[config.mk]
export PLATFORM = sky130hd
export DESIGN_NAME = id_ex_stage
export DESIGN_NICKNAME = d
export VERILOG_FILES = /design/src/rtl/id_ex_stage.sv
export SDC_FILE = /design/constraint.sdc
export NUM_CORES = 1
export LEC_CHECK = 0
export CORE_AREA = 2 2 188 190
export CTS_CLUSTER_DIAMETER = 40
export CTS_CLUSTER_SIZE = 8
export DETAILED_ROUTE_END_ITERATION = 10
export DIE_AREA = 0 0 190 192
export GPL_TIMING_DRIVEN = 0
export PLACE_DENSITY_LB_ADDON = 0.12
export SYNTH_ARGS = -nofsm -noshare
export SYNTH_HDL_FRONTEND = slang
export SYNTH_SLANG_ARGS = --single-unit
[constraint.sdc]
create_clock -name Clk -period 3.1 [get_ports Clk]
set_input_delay 0.93 -clock Clk [delete_from_list [all_inputs] [get_ports Clk]]
set_output_delay 0.93 -clock Clk [all_outputs]
set_load 0.005 [all_outputs]
[src/rtl/id_ex_stage.sv]
// ID/EX pipeline register with load-use hazard detection, flush/hold handling
// and a saturating count of inserted load-use bubbles.
module id_ex_stage #(
  parameter int CTRL_W = 12,
  parameter int CNT_W  = 32
) (
  input  logic              Clk,
  input  logic              Reset,
  input  logic [63:0]       BusA_in,
  input  logic [63:0]       BusB_in,
  input  logic [63:0]       Imm_in,
  input  logic [4:0]        RA_in,
  input  logic [4:0]        RB_in,
  input  logic [4:0]        RW_in,
  input  logic              UsesA_in,
  input  logic              UsesB_in,
  input  logic              MemRead_in,
  input  logic [CTRL_W-1:0] Ctrl_in,
  input  logic              Valid_in,
  input  logic              Flush,
  input  logic              Hold,
  output logic [63:0]       BusA_out,
  output logic [63:0]       BusB_out,
  output logic [63:0]       Imm_out,
  output logic [4:0]        RA_out,
  output logic [4:0]        RB_out,
  output logic [4:0]        RW_out,
  output logic              MemRead_out,
  output logic [CTRL_W-1:0] Ctrl_out,
  output logic              Valid_out,
  output logic              Stall,
  output logic [CNT_W-1:0]  BubbleCount
);

  logic [63:0]       busa_q, busa_d, busb_q, busb_d, imm_q, imm_d;
  logic [4:0]        ra_q, ra_d, rb_q, rb_d, rw_q, rw_d;
  logic              memread_q, memread_d, valid_q, valid_d;
  logic [CTRL_W-1:0] ctrl_q, ctrl_d;
  logic [CNT_W-1:0]  cnt_q, cnt_d;
  logic              hz;

  // XZR (r31) is never a real load destination, so it cannot create a hazard.
  assign hz = valid_q && memread_q && (rw_q != 5'd31) && Valid_in &&
              ((UsesA_in && (RA_in == rw_q)) || (UsesB_in && (RB_in == rw_q)));
  assign Stall = hz && !Flush && !Hold;

  always_comb begin
    busa_d    = busa_q;
    busb_d    = busb_q;
    imm_d     = imm_q;
    ra_d      = ra_q;
    rb_d      = rb_q;
    rw_d      = rw_q;
    memread_d = memread_q;
    valid_d   = valid_q;
    ctrl_d    = ctrl_q;
    cnt_d     = cnt_q;
    if (Flush || (!Hold && hz)) begin
      busa_d    = '0;
      busb_d    = '0;
      imm_d     = '0;
      ra_d      = '0;
      rb_d      = '0;
      rw_d      = 5'd31;
      memread_d = 1'b0;
      valid_d   = 1'b0;
      ctrl_d    = '0;
    end else if (!Hold) begin
      busa_d    = BusA_in;
      busb_d    = BusB_in;
      imm_d     = Imm_in;
      ra_d      = RA_in;
      rb_d      = RB_in;
      rw_d      = RW_in;
      valid_d   = Valid_in;
      memread_d = Valid_in && MemRead_in;
      ctrl_d    = Valid_in ? Ctrl_in : '0;
    end
    // Only bubbles actually inserted for load-use count; flush bubbles do not.
    if (Stall && (cnt_q != '1)) cnt_d = cnt_q + CNT_W'(1);
  end

  always_ff @(posedge Clk) begin
    if (Reset) begin
      busa_q    <= '0;
      busb_q    <= '0;
      imm_q     <= '0;
      ra_q      <= '0;
      rb_q      <= '0;
      rw_q      <= '0;
      memread_q <= 1'b0;
      valid_q   <= 1'b0;
      ctrl_q    <= '0;
      cnt_q     <= '0;
    end else begin
      busa_q    <= busa_d;
      busb_q    <= busb_d;
      imm_q     <= imm_d;
      ra_q      <= ra_d;
      rb_q      <= rb_d;
      rw_q      <= rw_d;
      memread_q <= memread_d;
      valid_q   <= valid_d;
      ctrl_q    <= ctrl_d;
      cnt_q     <= cnt_d;
    end
  end

  assign BusA_out    = busa_q;
  assign BusB_out    = busb_q;
  assign Imm_out     = imm_q;
  assign RA_out      = ra_q;
  assign RB_out      = rb_q;
  assign RW_out      = rw_q;
  assign MemRead_out = memread_q;
  assign Ctrl_out    = ctrl_q;
  assign Valid_out   = valid_q;
  assign BubbleCount = cnt_q;

endmodule

==> flow_metrics.env <==
export IMPL_hold_violations=0
export IMPL_drive_gt1_share_pct=8.66
export IMPL_crit_fanout=2
export IMPL_ir_drop_uv=369
export IMPL_synth_ff_type="dfxtp_1"
export IMPL_overflow=0
export IMPL_grt_usage_pct=18.8
export IMPL_root_buffer="clkbuf_16"
export IMPL_cts_tree="yes"
export IMPL_io_pin_count=481
export IMPL_synth_cells=938
export IMPL_critical_path_class="input port to output port"
export IMPL_via_count=8593
export IMPL_status="finished, final reports clean"
export IMPL_numClockSinks=253
export IMPL_clkSlewWorstSetupHoldPaths_ns=0.05
export IMPL_drc=0
export IMPL_die_width_um=190
export IMPL_grt_pass1_vias=8562
export IMPL_clock_skew_ns=0.0154
export IMPL_synth_cell_type_count=47
export IMPL_grt_max_degree=13
export IMPL_cap_violations=0
export IMPL_p_per_area_mw_per_mm2=565
export IMPL_dp_hpwl_mm=27.1
export IMPL_ys_warn_count=0
export IMPL_initial_utilization_pct=27.9
export IMPL_whs_ns=0.488
export IMPL_synth_seq_cells=253
export IMPL_nets=1696
export IMPL_antenna_found_initial=4
export IMPL_rsz0062_at_grt="no"
export IMPL_viasPerCell=4.38
export IMPL_fmax_mhz=329
export IMPL_synth_seq_area_share_pct=53.0
export IMPL_final_antenna_net_count=0
export IMPL_syn_avg_cell_area_um2=10.2
export IMPL_grt_pass1_wl_mm=51.9
export IMPL_worst_ep_required_time_ns=2.17
export IMPL_rrSetupSlack_ns=0.38
export IMPL_port_buffers=479
export IMPL_numCtsBuffers=47
export IMPL_syn_to_final_growth_pct=72.6
export IMPL_initialDrtViolationCount=229
export IMPL_hold_class="flop to flop"
export IMPL_clk_path_buf_depth=3
export IMPL_die_area_mm2=0.0365
export IMPL_utilization_pct=48.1
export IMPL_p_leak_nw=6.70
export IMPL_tightestPinTransition_ns=0.816
export IMPL_die_height_um=192
export IMPL_cts_hold_fix_buffers=0
export IMPL_worstPathArrival_ns=2.11
export IMPL_drv_slew=0
export IMPL_layout_common_cells="467 x clkdlybuf4s50_1, 253 x dfxtp_1, 235 x nor2_1"
export IMPL_rows=68
export IMPL_routed_wl_mm=35.7
export IMPL_drt_first_pass_iters=5
export IMPL_syn_area_mm2=0.00955
export IMPL_clk_latency_ns=0.56
export IMPL_setup_viol=0
export IMPL_synthesis_nets=1166
export IMPL_fin_crit_ns=3.04
export IMPL_h_tree_depth=2
export IMPL_wire_per_inst_um=18.2
export IMPL_synth_edf_count=0
export IMPL_end_kind="output port"
export IMPL_mostFrequentLayoutCell="clkdlybuf4s50_1"
export IMPL_async_flop_share_pct=0
export IMPL_finalCritPeriodShare_pct=98.1
export IMPL_crit_path_start_kind="input port"
export IMPL_core_mm2=0.0343
export IMPL_place_gp_congestion=0.762
export IMPL_relSlewSlack_pct=45.6
==> per-stage QoR <==
step / TNS, ns / power [mW] / area [um^2] / std cells / setup WS, ns
global route: 0 / 9.68 / 16500 / 1960 / 0.00329
CTS: 0 / 9.45 / 16500 / 1958 / 0.0285
global placement: -163.00 / 4.39 / 14900 / 1872 / -1.06
floorplan: 0 / 3.80 / 9550 / 938 / 0.389
detailed placement: -167.38 / 4.39 / 14900 / 1872 / -1.08
finish: 0 / 9.32 / 16500 / 1960 / 0.0594
==> cells by family after synthesis <==
| group | after synthesis | synth area share, % |
|---|---|---|
| AND/OR/NAND/NOR | 336 | 16.0 |
| flip-flops | 253 | 53.0 |
| multiplexers | 216 | 22.7 |
| buffers and inverters | 65 | 3.00 |
| AO/OA/AOI/OAI | 49 | 3.41 |
| XOR/XNOR | 18 | 1.65 |
| adder cells (fa/ha/maj) | 1 | 0.131 |
==> path summary, 6_finish.rpt <==
kind / end / cells after the start / start
max: Stall / 7 / RA_in[1]
min: Imm_out[8] / 2 / Imm_out[8]
max reg2reg: BusB_out[19] / 9 / RW_out[1]
min reg2reg: Imm_out[8] / 2 / Imm_out[8]
==> report_power, final <==
part           internal (mW)  leakage, nW  switching (mW)
Clock                   3.29        0.773            1.70
Sequential              3.36         2.06          0.0554
Combinational          0.566         3.87           0.343
Total                   7.22         6.70            2.10
==> synthesized netlist by cell type (all sizes together), types with 4 or more instances <==
master	number	area (um^2)
xor2	7	61.3
mux2i	208	2080
a21oi	17	85.1
clkbuf	40	160
nor2b	13	81.3
dfxtp	253	5060
o31ai	5	37.5
nor3	6	35.0
mux2	8	90.1
and3	5	35.0
nor4	4	25.0
nand2	19	71.3
o21ai	9	45.0
nand4	11	75.1
inv	6	22.5
nand3	16	90.1
buf	19	104
nor2	235	882
xnor2	11	96.3
or4	13	103
a22oi	13	97.6
or3	4	27.5
==> critical path: stages <==
cell and delay, ns:
clkdlybuf4s15_1 0.21, xnor2_1 0.18, nand4_1 0.13, o22ai_2 0.25, clkbuf_8 0.17, and2_1 0.13
buf_2 0.12
==> area by class of cell <==
cell class              instances  area (um^2)
clock inverters                18          186
repair buffers                482         4800
fillers                      3239        17800
well taps                     455          569
clock buffers                  65         1370
inverters                       6         22.5
diodes                          3         7.51
flip-flops and latches        253         5060
multi-input cells             620         4200
plain buffers                  58          262
==> state kept, by name, indices dropped and copies added (netlist names) <==
name and count:
Valid_out 1, BusA_out 64, RB_out 5, Ctrl_out 12, BusB_out 64, BubbleCount 32
RW_out 5, RA_out 5, MemRead_out 1, Imm_out 64
==> metal layers <==
layer | wire length, um | vias to the layer above | GRT usage [%]
met5 | 13 | - | 0
met3 | 2890 | 66 | 6.21
met4 | 1070 | 2 | 7.96
met2 | 17500 | 317 | 32.2
li1 | - | 4269 | -
met1 | 14100 | 3939 | 21.6
==> timing repair <==
item / 4_1_cts / 5_1_grt
buffers inserted: 3 / 0
hold endpoints to repair: 0 / 0
gates resized for setup: 20 / 0
endpoints found under the setup margin: 151 / 113
pin swaps: 7 / 4
(Power assumes the default switching activity.)
